$ cat src/rtl/vga_timing_gen_if.sv
// VGA raster-timing bundle: run enable in, pixel strobe, coordinates, syncs and frame strobe out.
interface vga_timing_gen_if;
  logic       en;
  logic       pix_tick;
  logic [9:0] h_cnt;
  logic [9:0] v_cnt;
  logic       hsync;
  logic       vsync;
  logic       video_on;
  logic       frame_tick;

  modport master (
    input  en,
    output pix_tick, h_cnt, v_cnt, hsync, vsync, video_on, frame_tick
  );

  modport slave (
    output en,
    input  pix_tick, h_cnt, v_cnt, hsync, vsync, video_on, frame_tick
  );
endinterface

$ cat src/rtl/vga_timing_gen.sv
// VGA raster timing from a fast system clock: internal pixel strobe divider,
// h/v counters and registered syncs, video_on and frame strobe.
module vga_timing_gen #(
  parameter int unsigned CLK_DIV   = 4,
  parameter int unsigned H_VISIBLE = 640,
  parameter int unsigned H_FP      = 16,
  parameter int unsigned H_SYNC    = 96,
  parameter int unsigned H_BP      = 48,
  parameter int unsigned V_VISIBLE = 480,
  parameter int unsigned V_FP      = 10,
  parameter int unsigned V_SYNC    = 2,
  parameter int unsigned V_BP      = 33,
  parameter bit          SYNC_POL  = 1'b0
) (
  input  logic           clk,
  input  logic           rst_n,
  vga_timing_gen_if.master vga
);
  localparam int unsigned H_TOTAL = H_VISIBLE + H_FP + H_SYNC + H_BP;
  localparam int unsigned V_TOTAL = V_VISIBLE + V_FP + V_SYNC + V_BP;
  localparam int unsigned DIV_W   = $clog2(CLK_DIV);

  localparam logic [DIV_W-1:0] DIV_LAST = DIV_W'(CLK_DIV - 1);
  localparam logic [9:0] H_LAST   = 10'(H_TOTAL - 1);
  localparam logic [9:0] V_LAST   = 10'(V_TOTAL - 1);
  localparam logic [9:0] H_VIS    = 10'(H_VISIBLE);
  localparam logic [9:0] V_VIS    = 10'(V_VISIBLE);
  localparam logic [9:0] HS_START = 10'(H_VISIBLE + H_FP);
  localparam logic [9:0] HS_END   = 10'(H_VISIBLE + H_FP + H_SYNC - 1);
  localparam logic [9:0] VS_START = 10'(V_VISIBLE + V_FP);
  localparam logic [9:0] VS_END   = 10'(V_VISIBLE + V_FP + V_SYNC - 1);

  if (CLK_DIV < 2 || H_TOTAL > 1023 || V_TOTAL > 1023) begin : g_bad_cfg
    $error("vga_timing_gen: illegal CLK_DIV or raster totals");
  end

  logic [DIV_W-1:0] div;
  logic [9:0]       h_cnt, v_cnt, h_next, v_next;
  logic             pix_tick, frame_tick, hsync, vsync, video_on;
  logic             div_last, h_wrap, v_wrap;
  logic             hsync_next, vsync_next, video_on_next;

  // Syncs and video_on are decoded from the post-advance coordinates so they
  // land on the same edge as h_cnt/v_cnt.
  always_comb begin
    div_last = (div == DIV_LAST);
    h_wrap   = (h_cnt == H_LAST);
    v_wrap   = h_wrap && (v_cnt == V_LAST);
    h_next   = h_wrap ? '0 : h_cnt + 10'd1;
    v_next   = v_cnt;
    if (h_wrap) begin
      v_next = v_wrap ? '0 : v_cnt + 10'd1;
    end
    hsync_next    = (h_next >= HS_START && h_next <= HS_END) ? SYNC_POL : ~SYNC_POL;
    vsync_next    = (v_next >= VS_START && v_next <= VS_END) ? SYNC_POL : ~SYNC_POL;
    video_on_next = (h_next < H_VIS) && (v_next < V_VIS);
  end

  always_ff @(posedge clk or negedge rst_n) begin
    if (!rst_n) begin
      div        <= '0;
      h_cnt      <= '0;
      v_cnt      <= '0;
      pix_tick   <= 1'b0;
      frame_tick <= 1'b0;
      hsync      <= ~SYNC_POL;
      vsync      <= ~SYNC_POL;
      video_on   <= 1'b1;
    end else if (vga.en) begin
      pix_tick   <= div_last;
      frame_tick <= div_last && v_wrap;
      if (div_last) begin
        div      <= '0;
        h_cnt    <= h_next;
        v_cnt    <= v_next;
        hsync    <= hsync_next;
        vsync    <= vsync_next;
        video_on <= video_on_next;
      end else begin
        div <= div + 1'b1;
      end
    end else begin
      pix_tick   <= 1'b0;
      frame_tick <= 1'b0;
    end
  end

  assign vga.pix_tick   = pix_tick;
  assign vga.h_cnt      = h_cnt;
  assign vga.v_cnt      = v_cnt;
  assign vga.hsync      = hsync;
  assign vga.vsync      = vsync;
  assign vga.video_on   = video_on;
  assign vga.frame_tick = frame_tick;
endmodule

$ cat src/flat_wrapper.sv
// flat-port wrapper written by rule: the top's interface ports become plain ports
module vga_timing_gen_flat 
#(
  parameter int unsigned CLK_DIV   = 4,
  parameter int unsigned H_VISIBLE = 640,
  parameter int unsigned H_FP      = 16,
  parameter int unsigned H_SYNC    = 96,
  parameter int unsigned H_BP      = 48,
  parameter int unsigned V_VISIBLE = 480,
  parameter int unsigned V_FP      = 10,
  parameter int unsigned V_SYNC    = 2,
  parameter int unsigned V_BP      = 33,
  parameter bit          SYNC_POL  = 1'b0
)
  (clk, rst_n, vga_en, vga_pix_tick, vga_h_cnt, vga_v_cnt, vga_hsync, vga_vsync, vga_video_on, vga_frame_tick);
  vga_timing_gen_if vga_i ();
  input  logic clk;
  input  logic rst_n;
  input wire logic [$bits(vga_i.en)-1:0] vga_en;
  output wire logic [$bits(vga_i.pix_tick)-1:0] vga_pix_tick;
  output wire logic [$bits(vga_i.h_cnt)-1:0] vga_h_cnt;
  output wire logic [$bits(vga_i.v_cnt)-1:0] vga_v_cnt;
  output wire logic [$bits(vga_i.hsync)-1:0] vga_hsync;
  output wire logic [$bits(vga_i.vsync)-1:0] vga_vsync;
  output wire logic [$bits(vga_i.video_on)-1:0] vga_video_on;
  output wire logic [$bits(vga_i.frame_tick)-1:0] vga_frame_tick;
  assign vga_i.en = vga_en;
  assign vga_pix_tick = vga_i.pix_tick;
  assign vga_h_cnt = vga_i.h_cnt;
  assign vga_v_cnt = vga_i.v_cnt;
  assign vga_hsync = vga_i.hsync;
  assign vga_vsync = vga_i.vsync;
  assign vga_video_on = vga_i.video_on;
  assign vga_frame_tick = vga_i.frame_tick;
  vga_timing_gen #(.CLK_DIV(CLK_DIV), .H_VISIBLE(H_VISIBLE), .H_FP(H_FP), .H_SYNC(H_SYNC), .H_BP(H_BP), .V_VISIBLE(V_VISIBLE), .V_FP(V_FP), .V_SYNC(V_SYNC), .V_BP(V_BP), .SYNC_POL(SYNC_POL)) u_core (.clk(clk), .rst_n(rst_n), .vga(vga_i));
endmodule
$ cat config.mk
export PLATFORM = sky130hd
export DESIGN_NAME = vga_timing_gen_flat
export DESIGN_NICKNAME = d
export VERILOG_FILES = /design/src/rtl/vga_timing_gen_if.sv /design/src/rtl/vga_timing_gen.sv /design/src/flat_wrapper.sv
export SDC_FILE = /design/constraint.sdc
export NUM_CORES = 1
export LEC_CHECK = 0
export BUFFER_PORTS_ARGS = -buffer_cell sky130_fd_sc_hd__buf_2
export CAP_MARGIN = 40
export CORE_ASPECT_RATIO = 1.75
export CORE_MARGIN = 5
export CORE_UTILIZATION = 26
export DETAILED_ROUTE_END_ITERATION = 16
export PLACE_DENSITY_LB_ADDON = 0.12
export REMOVE_ABC_BUFFERS = 1
export SYNTH_ARGS = -nofsm -noshare
export SYNTH_HDL_FRONTEND = slang
export SYNTH_SLANG_ARGS = --single-unit
export TNS_END_PERCENT = 50
$ cat constraint.sdc
create_clock -name clk -period 2.05 [get_ports clk]
set_input_delay 0.41 -clock clk [delete_from_list [all_inputs] [get_ports clk]]
set_output_delay 0.41 -clock clk [all_outputs]
set_load 0.02 [all_outputs]
==> impl_metrics.json <==
{
  "start_util": 0.267,
  "post-synth-top-count-cell": "nand2_1",
  "synthDistinctLibCells": 50,
  "fin_worst_skew_ns": 0.00539,
  "reg2regPathDepth": 6,
  "ir_drop_v": 0.000283,
  "cts_buffer_depth": 2,
  "crit_fanout": 6,
  "syn_inst": 197,
  "hold_class": "input port to async pin",
  "setup-tns-final_ns": 0,
  "power.switching_w": 0.000530,
  "grt_pass1_wl_mm": 8.27,
  "hold-worst-slack_ns": 0.160,
  "clockPowerShare": 0.304,
  "path_buf_inv": 0,
  "numPortBuffers": 27,
  "combPwrFrac": 0.264,
  "rsz0062_at_grt": "true",
  "cpPeakStageDelay_ns": 0.65,
  "worstReg2RegStart": "u_core.vga.h_cnt[1]$_DFFE_PN0P_",
  "die-height_um": 118,
  "cts.sinks": 27,
  "synth_commonest_cells": "nand2_1 (25), dfrtp_1 (24), nor2_1 (16), o21ai_0 (15), nand3_1 (12)",
  "reg2reg_to": "u_core.vga.v_cnt[4]$_DFFE_PN0P_",
  "async_reset_ff_frac": 1.00,
  "drc": 0,
  "leakage_nw": 0.954,
  "finalCritPeriodShare": 0.987,
  "synth_edf_count": 0,
  "synth_area_um2": 1730,
  "drv_cap": 0,
  "antenna_found_initial": 0,
  "clock_latency_ns": 0.27,
  "overflow": 0,
  "worstSetupPathType": "register to register",
  "reg2reg_setup_slack_ns": 0.03,
  "path_depth": 6,
  "required_ns": 2.21,
  "ys.flop_type": "dfrtp_1",
  "netlist_top_cells_area": "dfrtp_1 (35%), nand2_1 (5.4%), dfstp_2 (4.6%)",
  "num_rows": 39,
  "seqPwrFrac": 0.432,
  "ys_seq_area_frac": 0.392,
  "clockRootBuffer": "clkbuf_16",
  "grt_pass1_vias": 1671,
  "syn2layout_area_growth_pct": 30.6,
  "slew_viol_final": 0,
  "io_pins": 28,
  "slew_headroom": 0.565,
  "fill_cells": 678,
  "clkTransAtPathRegs_ns": 0.08,
  "status": "finished, final reports clean",
  "p_int_w": 0.00106,
  "drive_above_1_share": 0.339,
  "path_cells": "ha_4, nand4_4, or4_4, nor2_4, nand3_1, mux2_1",
  "synth_top_area_frac": 0.347,
  "vias": 1642,
  "yosysWarnings": 0,
  "dpl.cell_count": 321,
  "drt-total-wl_mm": 5.19,
  "fin_crit_ns": 2.02,
  "setup-violations-final": 0,
  "final_area_um2": 2260,
  "path_delay_family": "simple AND/OR/NAND/NOR gates",
  "core_area_um2": 6490,
  "wire_per_inst_um": 15.9,
  "ant_nets": 0,
  "groute.usage.overall": 0.124,
  "synth_seq_cells": 27,
  "dr.pass1.iters": 4,
  "die_w_um": 71.7,
  "numCtsBuffers": 3,
  "cts_max_level": 1,
  "syn_area_per_cell_um2": 8.79,
  "post_dp_cell_area_um2": 2120,
  "cp_slowest_cell": "or4_4",
  "cts_tree": "yes",
  "endpoint_kind": "register",
  "tightestPinTransition_ns": 0.653,
  "dp_hpwl_mm": 3.93,
  "worstPathArrival_ns": 2.18,
  "fin_nets": 254,
  "n_antenna_cell": 0,
  "synth_area_leader_cell": "dfrtp_1",
  "gp_congestion": 0.827,
  "final_cells": 327,
  "p_per_area_nw_per_um2": 701,
  "cp-start-kind": "register",
  "max_freq_ghz": 0.494,
  "power_switching_share": 0.334,
  "dieArea_um2": 8460,
  "vias_per_cell": 5.02,
  "drt_iter0_drc": 70,
  "grt_max_degree": 28,
  "hold_viol_final": 0
}
[state kept, by name, indices dropped and copies added, names as in the netlist]
name and cells:
u_core.vga.hsync 1, u_core.vga.video_on 1, u_core.vga.vsync 1, u_core.vga.v_cnt 10, u_core.vga.h_cnt 10, u_core.vga.pix_tick 1, u_core.div 2, u_core.vga.frame_tick 1
[cell type report]
cell class / instances / area, µm² / share of cell area
Timing Repair Buffer: 56 / 353 / 0.156
Clock buffer: 3 / 75.1 / 0.0332
Multi-Input combinational cell: 152 / 1020 / 0.452
Inverter: 6 / 22.5 / 0.00996
Clock inverter: 1 / 7.51 / 0.00332
Sequential cell: 27 / 679 / 0.300
Tap cell: 82 / 103 / 0.0454
[power groups by stage]
stage | Combinational (W) | Clock (W) | Sequential, W
after detailed placement | 0.000422 | 0 | 0.000690
after global placement | 0.000418 | 0 | 0.000688
final | 0.000419 | 0.000482 | 0.000685
after CTS | 0.000424 | 0.000492 | 0.000680
after floorplan | 0.000160 | 0 | 0.000769
after global routing | 0.000468 | 0.000508 | 0.000703
[metal layers]
layer  global-route usage  part of all wire
met5                    0                 0
met4               0.0565             0.023
met3               0.0162             0.033
met2                0.229              0.55
met1                0.133              0.39
[layout by cell type, fill, tap and decap left out, types with 3 or more instances in the layout]
| cell type | n |
|---|---|
| a31oi_1 | 5 |
| buf_4 | 29 |
| ha_1 | 4 |
| nand4_1 | 3 |
| a21oi_1 | 7 |
| nor3_1 | 7 |
| dfstp_2 | 3 |
| inv_1 | 5 |
| or2_2 | 3 |
| o31ai_1 | 4 |
| nor2_1 | 16 |
| mux2_2 | 3 |
| and2_1 | 3 |
| and3_1 | 3 |
| nand3_1 | 12 |
| buf_2 | 27 |
| dfrtp_1 | 24 |
| o21ai_0 | 13 |
| clkbuf_16 | 3 |
| nand2_1 | 25 |
| xnor2_1 | 5 |
[how the worst max path moves through the flow]
stage	endpoint	from	slack, ns
detailed placement	u_core.vga.video_on$_DFFE_PN1P_	u_core.vga.h_cnt[1]$_DFFE_PN0P_	-0.006
CTS	u_core.vga.video_on$_DFFE_PN1P_	u_core.vga.h_cnt[1]$_DFFE_PN0P_	0.009
global placement	u_core.vga.video_on$_DFFE_PN1P_	u_core.vga.h_cnt[0]$_DFFE_PN0P_	0.009
finish	u_core.vga.v_cnt[4]$_DFFE_PN0P_	u_core.vga.h_cnt[1]$_DFFE_PN0P_	0.03
floorplan	u_core.vga.v_cnt[4]$_DFFE_PN0P_	u_core.vga.h_cnt[0]$_DFFE_PN0P_	-0.14
global route	u_core.vga.v_cnt[4]$_DFFE_PN0P_	u_core.vga.h_cnt[1]$_DFFE_PN0P_	-0.07
[stage by stage]
step | util | worst slack [ns] | power (W)
finish | 0.349 | 0.0263 | 0.00159
global route | 0.349 | -0.0666 | 0.00168
CTS | 0.339 | 0.00865 | 0.00160
detailed placement | 0.326 | -0.00621 | 0.00111
global placement | 0.326 | 0.00879 | 0.00111
floorplan | - | -0.139 | 0.000929
[cells by family (layout without fill, tap and decap cells)]
family	count (synthesis)	count (layout)	synth area share
mux	6	6	0.0376
xor+xnor	7	7	0.0354
simple gates	89	89	0.286
flops	27	27	0.392
buf+inv	18	66	0.0448
fa+ha+maj	5	5	0.0361
compound gates	45	45	0.168
[repair_timing]
| item | 4_1_cts | 5_1_grt |
|---|---|---|
| resized for setup | 1 | 8 |
| gates cloned | 0 | 0 |
| endpoints found under the setup margin | 2 | 9 |
| hold buffers | 0 | 0 |
| setup buffers | 0 | 2 |
| hold endpoints to repair | 0 | 0 |
| pin swaps | 0 | 5 |
[worst reg2reg max path, stage by stage, from the launching register on]
cell	delay [ns]
dfrtp_1	0.40
ha_4	0.17
nand4_4	0.12
or4_4	0.65
nor2_4	0.16
nand3_1	0.10
mux2_1	0.32
Note: power is estimated with default switching activity, not from simulation.
